--- config.mk ---
export PLATFORM = sky130hd
export DESIGN_NAME = mem_arbiter
export DESIGN_NICKNAME = d
export VERILOG_FILES = /design/src/rtl/mem_arbiter.sv
export SDC_FILE = /design/constraint.sdc
export NUM_CORES = 1
export LEC_CHECK = 0
export CORE_AREA = 2 2 142 144
export CTS_CLUSTER_DIAMETER = 100
export CTS_CLUSTER_SIZE = 16
export DETAILED_ROUTE_END_ITERATION = 16
export DIE_AREA = 0 0 144 146
export GPL_TIMING_DRIVEN = 0
export HOLD_SLACK_MARGIN = 0.02
export SLEW_MARGIN = 20
export SYNTH_ARGS = -nofsm -noshare
export SYNTH_HDL_FRONTEND = slang
export SYNTH_SLANG_ARGS = --single-unit
--- constraint.sdc ---
create_clock -name clk -period 1.9 [get_ports clk]
set_input_delay 0.38 -clock clk [delete_from_list [all_inputs] [get_ports clk]]
set_output_delay 0.38 -clock clk [all_outputs]
set_load 0.02 [all_outputs]
--- src/rtl/mem_arbiter.sv ---
`default_nettype none
// ============================================================================
// Module   : mem_arbiter
// Brief    : Two-master (fetch / data) arbiter onto a single request/ack
//            memory port. Data has priority, with a starvation limit that
//            forces a fetch grant, plus a BUSY watchdog that aborts
//            transactions the memory never acknowledges.
// Revision : 1.0 - initial release
// ============================================================================
module mem_arbiter #(
    parameter int ADDR_W     = 32,
    parameter int DATA_W     = 32,
    parameter int STARVE_MAX = 4,
    parameter int TIMEOUT    = 255
) (
    input  logic              clk,
    input  logic              rst,

    // Fetch port (read only)
    input  logic              if_req_i,
    input  logic [ADDR_W-1:0] if_addr_i,
    output logic [DATA_W-1:0] if_rdata_o,
    output logic              if_ack_o,

    // Data port (load / store)
    input  logic              d_req_i,
    input  logic              d_we_i,
    input  logic [ADDR_W-1:0] d_addr_i,
    input  logic [DATA_W-1:0] d_wdata_i,
    output logic [DATA_W-1:0] d_rdata_o,
    output logic              d_ack_o,

    // Memory port
    output logic              mem_req_o,
    output logic              mem_we_o,
    output logic [ADDR_W-1:0] mem_addr_o,
    output logic [DATA_W-1:0] mem_wdata_o,
    input  logic [DATA_W-1:0] mem_rdata_i,
    input  logic              mem_ack_i,

    // Status
    output logic              err_o,
    output logic              hold_if_o
);

    // ------------------------------------------------------------------------
    // Constants
    // ------------------------------------------------------------------------
    // Starvation counter only ever needs to reach STARVE_MAX.
    localparam int c_SCNT_W = (STARVE_MAX < 1) ? 1 : $clog2(STARVE_MAX + 1);
    // Watchdog counter holds 0 .. TIMEOUT-1 (one value per BUSY cycle).
    localparam int c_TCNT_W = (TIMEOUT <= 1) ? 1 : $clog2(TIMEOUT);

    localparam logic [c_SCNT_W-1:0] c_STARVE_MAX = c_SCNT_W'(STARVE_MAX);
    localparam logic [c_TCNT_W-1:0] c_TCNT_LAST  = c_TCNT_W'(TIMEOUT - 1);

    localparam logic c_OWN_IF = 1'b0;
    localparam logic c_OWN_D  = 1'b1;

    typedef enum logic [1:0] {
        S_IDLE = 2'd0,
        S_BUSY = 2'd1,
        S_RESP = 2'd2
    } state_t;

    // ------------------------------------------------------------------------
    // State
    // ------------------------------------------------------------------------
    state_t              r_state;
    logic                r_own;
    logic [c_SCNT_W-1:0] r_starve_cnt;
    logic [c_TCNT_W-1:0] r_tcnt;

    // ------------------------------------------------------------------------
    // Combinational decode
    // ------------------------------------------------------------------------
    logic w_any_req;
    logic w_grant_d;
    logic w_timeout;

    // Data wins unless fetch has already waited through STARVE_MAX data grants.
    assign w_any_req = if_req_i | d_req_i;
    assign w_grant_d = d_req_i & ~((r_starve_cnt == c_STARVE_MAX) & if_req_i);

    // Last BUSY cycle the watchdog allows before aborting.
    assign w_timeout = (r_tcnt == c_TCNT_LAST);

    // Fetch stall: requester waiting and not being acknowledged this cycle.
    assign hold_if_o = if_req_i & ~if_ack_o;

    // ------------------------------------------------------------------------
    // Main FSM: grant in IDLE, wait for memory in BUSY, one-cycle ack in RESP
    // ------------------------------------------------------------------------
    always_ff @(posedge clk) begin
        if (rst) begin
            r_state     <= S_IDLE;
            r_own       <= c_OWN_IF;
            if_ack_o    <= 1'b0;
            d_ack_o     <= 1'b0;
            err_o       <= 1'b0;
            mem_req_o   <= 1'b0;
            mem_we_o    <= 1'b0;
            mem_addr_o  <= '0;
            mem_wdata_o <= '0;
            if_rdata_o  <= '0;
            d_rdata_o   <= '0;
        end else begin
            case (r_state)
                S_IDLE: begin
                    if_ack_o <= 1'b0;
                    d_ack_o  <= 1'b0;
                    err_o    <= 1'b0;
                    if (w_any_req) begin
                        // Command fields are latched here and stay frozen
                        // for the whole BUSY phase.
                        r_own       <= w_grant_d ? c_OWN_D : c_OWN_IF;
                        mem_we_o    <= w_grant_d & d_we_i;
                        mem_addr_o  <= w_grant_d ? d_addr_i : if_addr_i;
                        mem_wdata_o <= w_grant_d ? d_wdata_i : '0;
                        mem_req_o   <= 1'b1;
                        r_state     <= S_BUSY;
                    end
                end

                S_BUSY: begin
                    if (mem_ack_i) begin
                        // Normal completion; also wins over a same-cycle timeout.
                        mem_req_o <= 1'b0;
                        r_state   <= S_RESP;
                        if (r_own == c_OWN_D) begin
                            d_ack_o <= 1'b1;
                            if (!mem_we_o) begin
                                d_rdata_o <= mem_rdata_i;
                            end
                        end else begin
                            if_ack_o   <= 1'b1;
                            if_rdata_o <= mem_rdata_i;
                        end
                    end else if (w_timeout) begin
                        // Memory never answered: complete with zero data and flag it.
                        mem_req_o <= 1'b0;
                        err_o     <= 1'b1;
                        r_state   <= S_RESP;
                        if (r_own == c_OWN_D) begin
                            d_ack_o <= 1'b1;
                            if (!mem_we_o) begin
                                d_rdata_o <= '0;
                            end
                        end else begin
                            if_ack_o   <= 1'b1;
                            if_rdata_o <= '0;
                        end
                    end
                end

                S_RESP: begin
                    if_ack_o <= 1'b0;
                    d_ack_o  <= 1'b0;
                    err_o    <= 1'b0;
                    r_state  <= S_IDLE;
                end

                default: begin
                    if_ack_o  <= 1'b0;
                    d_ack_o   <= 1'b0;
                    err_o     <= 1'b0;
                    mem_req_o <= 1'b0;
                    r_state   <= S_IDLE;
                end
            endcase
        end
    end

    // ------------------------------------------------------------------------
    // Starvation counter: counts data grants made while fetch was waiting
    // ------------------------------------------------------------------------
    always_ff @(posedge clk) begin
        if (rst) begin
            r_starve_cnt <= '0;
        end else if ((r_state == S_IDLE) && w_any_req) begin
            if (w_grant_d && if_req_i) begin
                if (r_starve_cnt != c_STARVE_MAX) begin
                    r_starve_cnt <= r_starve_cnt + c_SCNT_W'(1);
                end
            end else begin
                // Fetch grant, or data grant with nobody waiting.
                r_starve_cnt <= '0;
            end
        end
    end

    // ------------------------------------------------------------------------
    // Watchdog: counts BUSY cycles, restarts at every new transaction
    // ------------------------------------------------------------------------
    always_ff @(posedge clk) begin
        if (rst) begin
            r_tcnt <= '0;
        end else if (r_state != S_BUSY) begin
            r_tcnt <= '0;
        end else if (!mem_ack_i && !w_timeout) begin
            r_tcnt <= r_tcnt + c_TCNT_W'(1);
        end
    end

endmodule
`default_nettype wire

==> results of run 1 <==
==> cells in the mapped netlist, types with 4 or more instances <==
cell	count	area, sq um
a22oi_1	33	248
o21ai_1	49	245
nand3_1	70	350
clkbuf_1	37	139
nor4_1	33	206
a21oi_1	71	355
nor2_1	79	297
nand2_1	8	30.0
nor3_1	67	335
ha_1	4	50.1
o21ai_0	17	85.1
dfxtp_1	147	2940
buf_2	24	120
==> area by class of cell <==
cell class / instances / area [sq um]
sequential: 147 / 2940
fill: 1893 / 9980
inverter: 3 / 11.3
clock inverter: 14 / 165
tap: 265 / 332
timing repair buffer: 266 / 2670
clock buffer: 18 / 439
multi-input combinational: 465 / 2480
buffer: 67 / 322
==> worst max-delay path by stage <==
stage,startpoint,end,slack [ns],cells past startpoint
6_report,if_ack_o$_SDFFE_PP0P_,hold_if_o,0.06,2
5_1_grt,if_ack_o$_SDFFE_PP0P_,hold_if_o,0.0004,2
4_1_cts,rst,mem_wdata_o[18]$_SDFFE_PP0P_,0.001,5
3_5_place_dp,rst,if_rdata_o[30]$_SDFFE_PP0P_,-0.74,5
3_3_place_gp,rst,r_starve_cnt[2]$_SDFFE_PP0P_,-0.69,5
2_1_floorplan,r_tcnt[0]$_SDFFE_PP0P_,r_tcnt[5]$_SDFFE_PP0P_,0.19,6
==> power by group through the flow <==
stage / Clock [mW] / Combinational, mW / Sequential, mW
floorplan: 0 / 0.604 / 3.66
global placement: 0 / 1.73 / 3.46
detailed placement: 0 / 1.73 / 3.46
CTS: 3.56 / 1.74 / 3.39
global route: 3.71 / 1.86 / 3.41
finish: 3.49 / 1.72 / 3.39
==> state kept, by name, summed over array words and instances, names as in the netlist <==
name,flops
r_own,1
if_rdata_o,32
mem_we_o,1
if_ack_o,1
d_ack_o,1
err_o,1
r_starve_cnt,3
r_tcnt,8
mem_addr_o,32
r_state,2
mem_wdata_o,32
d_rdata_o,32
mem_req_o,1
==> cells by family after synthesis <==
group                      synth area share [%]
buffers and inverters                      5.59
and+or+nand+nor                            23.7
AOI/OAI and AO/OA                          18.0
adders and majority gates                 0.873
DFF                                        51.3
xor gates and xnor gates                  0.458
==> layer usage <==
metal,share of wire [%],GRT usage (%),wire length (microns)
met5,0,0,0
met4,1.3,5.29,269
met3,10,8.03,2160
met2,46,32.2,9710
met1,43,24.4,9020
==> worst max-delay path: stages, from the launching register on <==
cell and delay, ns:
dfxtp_1 0.33, nor2b_1 0.11, clkdlybuf4s50_1 0.60
==> per-stage QoR <==
step	cell area, sq um	util [%]	TNS (ns)	total power, mW
6_report	9360	48.4	0	8.60
2_1_floorplan	5730	-	0	4.27
4_1_cts	9350	48.3	0	8.69
3_5_place_dp	8730	45.1	-51.50	5.18
3_3_place_gp	8730	45.1	-47.46	5.18
5_1_grt	9360	48.4	0	8.99
==> what timing repair did <==
| item | in CTS | in global routing |
|---|---|---|
| setup buffers | 0 | 0 |
| pin swaps | 0 | 2 |
| resized for setup | 8 | 12 |
| endpoints found under the setup margin | 89 | 71 |
==> flow_metrics.py, run 1 <==
metrics = {
    "status": {
        "status": "finished, final reports clean",
    },
    "synth": {
        "yosysWarnings": 0,
        "synth_nets": 822,
        "syn_avg_cell_area_sq_um": 8.38,
        "syn-cell-area_sq_um": 5730,
        "synth_seq_cells": 147,
        "syn_inst": 684,
        "ys.flop_type": "dfxtp_1",
        "synth_edf_count": 0,
        "async_reset_ff_share_pct": 0,
        "seq_area_frac_synth_pct": 51.3,
        "synth_cell_types": 41,
    },
    "sta": {
        "rsz0062_at_grt": "false",
        "fin_crit_sh_pct": 96.8,
        "setup_violations": 0,
        "clock.fmax_mhz": 544,
        "finalWorstSetupSlack_ns": 0.0603,
        "hold_slack_ns": 0.317,
        "max_slew_margin_pct": 65.0,
        "slew_viol_final": 0,
        "period_needed_ns": 1.84,
        "tightest_slew_ns": 0.525,
        "fin_skew_ns": 0.00904,
        "hold_violations": 0,
    },
    "route": {
        "routedWlPerCell_microns": 17.0,
        "dr.pass1.iters": 5,
        "via_count": 6080,
        "antenna_left": 0,
        "via_per_inst": 4.88,
        "first_iter_violations": 227,
        "drc": 0,
        "drt-total-wl_microns": 21100,
    },
    "pwr": {
        "combPwrFrac_pct": 20.0,
        "peakVddDrop_mv": 0.623,
        "sequentialPowerShare_pct": 39.4,
        "leakage_nw": 3.28,
        "clkPwrFrac_pct": 40.6,
        "power_density_nw_per_um2": 919,
        "switchingPower_mw": 2.52,
        "swShare_pct": 29.4,
        "internal_power_mw": 6.08,
    },
    "critical_path": {
        "cp_max_fo": 3,
        "worst-setup-path-type": "register to primary output",
        "worstSetupStartpointType": "register",
        "rr_startpoint": "r_tcnt[0]$_SDFFE_PP0P_",
        "ff2ff_path_depth": 8,
        "r2r_slack_ns": 0.09,
        "r2r_end": "if_ack_o$_SDFFE_PP0P_",
        "arrival_ns": 1.46,
        "cp-end-kind": "primary output",
        "required_ns": 1.52,
    },
    "clock_tree": {
        "cts_hold_buf": 0,
        "cts-root-buf": "clkbuf_16",
        "insertion_delay_ns": 0.43,
        "clk_pin_slew_worst_paths_ns": 0.07,
        "clk_path_buf_depth": 2,
        "tritoncts": "yes",
        "cts.sinks": 147,
        "numCtsBuffers": 17,
        "htree_levels": 4,
    },
    "final_layout": {
        "fin_nets": 1105,
        "most-common-layout-cells": "clkdlybuf4s50_1, dfxtp_1, nor2_1",
        "syn2layout_area_growth_pct": 63.2,
        "layout_commonest_cell": "clkdlybuf4s50_1",
        "diodes": 0,
        "drive_above_1_share_pct": 8.27,
        "final_cells": 1245,
    },
    "placed_design": {
        "portBuffers": 266,
        "finalWeightedCongestion": 0.775,
        "preCtsSetupSlack_ns": -0.738,
        "dp_hpwl_microns": 16000,
        "placed_cells": 1215,
    },
    "die": {
        "die_h_microns": 146,
        "die_w_microns": 144,
        "core_sq_um": 19300,
        "dieArea_sq_um": 21000,
        "io_pins": 268,
        "start_util_pct": 29.6,
        "fp-row-count": 51,
    },
    "grt": {
        "grt_pass1_wl_microns": 32700,
        "antenna_found_initial": 0,
        "grt_max_degree": 17,
        "overflow": 0,
        "grt_pass1_vias": 6024,
        "gr-usage-all-layers_pct": 19.9,
    },
    "min_path": {
        "hp-class": "primary input to register",
        "holdPathStages": 3,
        "min_to": "r_starve_cnt[1]$_SDFFE_PP0P_",
        "hp-start": "if_req_i",
    },
    "flow_run": {
        "max-cap-violations": 0,
    },
}
No activity file was read; power rests on OpenSTA's default activity.
==> run 2: changes to the inputs <==
--- a/config.mk
+++ b/config.mk
@@ -12,6 +12,7 @@
 export DIE_AREA = 0 0 144 146
 export GPL_TIMING_DRIVEN = 0
 export HOLD_SLACK_MARGIN = 0.02
+export SETUP_SLACK_MARGIN = 0.02
 export SLEW_MARGIN = 20
 export SYNTH_ARGS = -nofsm -noshare
 export SYNTH_HDL_FRONTEND = slang
==> run 2 against run 1 <==
Effect of this change:
- final area rose by 0.20%
- sequential power barely moved
- register-to-register slack improved by 0.02 ns
- non-clock buffer count did not move
- global-route usage did not move
- routed wire length rose by 0.27%
- total power barely moved
- clock skew barely moved
- sequential share of layout area fell by 0.063 points
- critical endpoint is now if_rdata_o[17]
- largest cell class unchanged
- highest routed layer unchanged
==> flow_metrics.py, run 2 (synthesized netlist as in run 1, its figures left out) <==
metrics = {
    "final_layout": {
        "layout_commonest_cell": "clkdlybuf4s50_1",
        "multiInputGateArea_sq_um": 2480,
        "syn2layout_area_growth_pct": 63.6,
        "n_fill_cell": 1891,
        "final_cells": 1245,
        "most-common-layout-cells": "clkdlybuf4s50_1, dfxtp_1, nor2_1",
        "drive_above_1_share_pct": 8.27,
        "fin_nets": 1105,
        "ff_latch_area_sq_um": 2940,
        "diodes": 0,
    },
    "clock_tree": {
        "clk_pin_slew_worst_paths_ns": 0.06,
        "clk_path_buf_depth": 2,
        "postCtsSetupBuffers": 0,
        "htree_levels": 4,
        "cts.sinks": 147,
        "cts-root-buf": "clkbuf_16",
        "tritoncts": "yes",
        "numCtsBuffers": 17,
        "insertion_delay_ns": 0.42,
    },
    "pwr": {
        "peakVddDrop_mv": 0.617,
        "power_density_nw_per_um2": 917,
        "leakage_nw": 3.32,
    },
    "grt": {
        "gr-usage-all-layers_pct": 19.9,
        "grt_pass1_vias": 6024,
        "grt_pass1_wl_microns": 32700,
        "grt_max_degree": 17,
        "overflow": 0,
        "antenna_found_initial": 0,
    },
    "route": {
        "antenna_left": 0,
        "via_per_inst": 4.88,
        "dr.pass1.iters": 4,
        "via_count": 6070,
        "routedWlPerCell_microns": 17.0,
        "drt-total-wl_microns": 21200,
        "first_iter_violations": 245,
        "drc": 0,
    },
    "sta": {
        "setup_violations": 0,
        "period_needed_ns": 1.83,
        "max_slew_margin_pct": 64.9,
        "slew_viol_final": 0,
        "hold_violations": 0,
        "fin_skew_ns": 0.00936,
        "setup_tns_ns": 0,
        "rsz0062_at_grt": "true",
        "fin_crit_sh_pct": 96.2,
        "clock.fmax_mhz": 547,
        "tightest_slew_ns": 0.526,
    },
    "placed_design": {
        "placed_cells": 1215,
        "portBuffers": 266,
        "dp_hpwl_microns": 16000,
        "finalWeightedCongestion": 0.775,
    },
    "die": {
        "dieArea_sq_um": 21000,
        "fp-row-count": 51,
        "start_util_pct": 29.6,
        "core_sq_um": 19300,
        "die_h_microns": 146,
        "die_w_microns": 144,
        "io_pins": 268,
    },
    "status": {
        "status": "finished, final reports clean",
    },
    "critical_path": {
        "required_ns": 1.52,
        "worstSetupStartpointType": "register",
        "arrival_ns": 1.45,
        "critical_path.max_stage_delay_ns": 0.66,
        "cp_top_family": "buffers and inverters",
        "cp-end-kind": "primary output",
        "cpMaxStageDelayCell": "clkdlybuf4s50_1",
        "worst-path-buf-inv": 1,
        "cp_max_fo": 2,
        "worst-setup-path-type": "register to primary output",
        "crit_path_cell_trace": "clkdlybuf4s50_1",
    },
    "flow_run": {
        "max-cap-violations": 0,
    },
    "min_path": {
        "hp-class": "primary input to register",
    },
}
run 2: cell types whose count changed in the layout (fill, tap and decap cells not counted), sizes merged:
cell           delta
clkbuf            -1
dlymetal6s2s      +3
buf               +1
clkdlybuf4s50     -3
run 2: power breakdown:
part | total, mW | switching (mW) | internal [mW] | leakage, nW
clock network | 3.49 | 1.48 | 2.01 | 0.284
logic | 1.72 | 0.931 | 0.790 | 1.83
registers | 3.39 | 0.115 | 3.28 | 1.20
run 2: routing by layer:
layer	GRT usage (%)	vias up	part of all wire, %
met5	0	-	0
met4	5.29	0	1.2
met3	8.03	17	10
met2	32.2	231	46
met1	24.4	2788	43
li1	-	3034	-
run 2: what timing repair did:
item	4_1_cts	5_1_grt
endpoints found under the setup margin	99	85
resized for setup	8	19
pin swaps	0	6
hold buffers	0	0
run 2: final cells by class:
class,instances,share of cell area (%)
clock inverter,14,1.76
clock buffer,18,4.68
buffer,67,3.55
inverter,3,0.120
sequential,147,31.4
tap,265,3.54
timing repair buffer,266,28.5
multi-input combinational,465,26.4
run 2: worst paths after layout:
| kind | slack, ns | cells past startpoint | to | from |
|---|---|---|---|---|
| worst max-delay path | 0.07 | 1 | if_rdata_o[17] | if_rdata_o[17]$_SDFFE_PP0P_ |
| worst min register to register | 0.47 | 2 | err_o$_SDFFE_PP0P_ | err_o$_SDFFE_PP0P_ |
| worst max register to register | 0.11 | 6 | r_tcnt[5]$_SDFFE_PP0P_ | r_tcnt[0]$_SDFFE_PP0P_ |
| worst min-delay path | 0.32 | 3 | r_starve_cnt[1]$_SDFFE_PP0P_ | if_req_i |
run 2: metrics by stage:
step           worst slack (ns)  power [mW]  utilization, %  cell area (sq um)  hold slack [ns]
2_1_floorplan             0.192        4.27               -               5730            0.453
3_3_place_gp             -0.692        5.18            45.1               8730            0.452
3_5_place_dp             -0.738        5.18            45.1               8730            0.458
4_1_cts                 0.00149        8.69            48.3               9350            0.303
5_1_grt                  0.0186        8.99            48.5               9380            0.323
6_report                 0.0713        8.60            48.5               9380            0.318
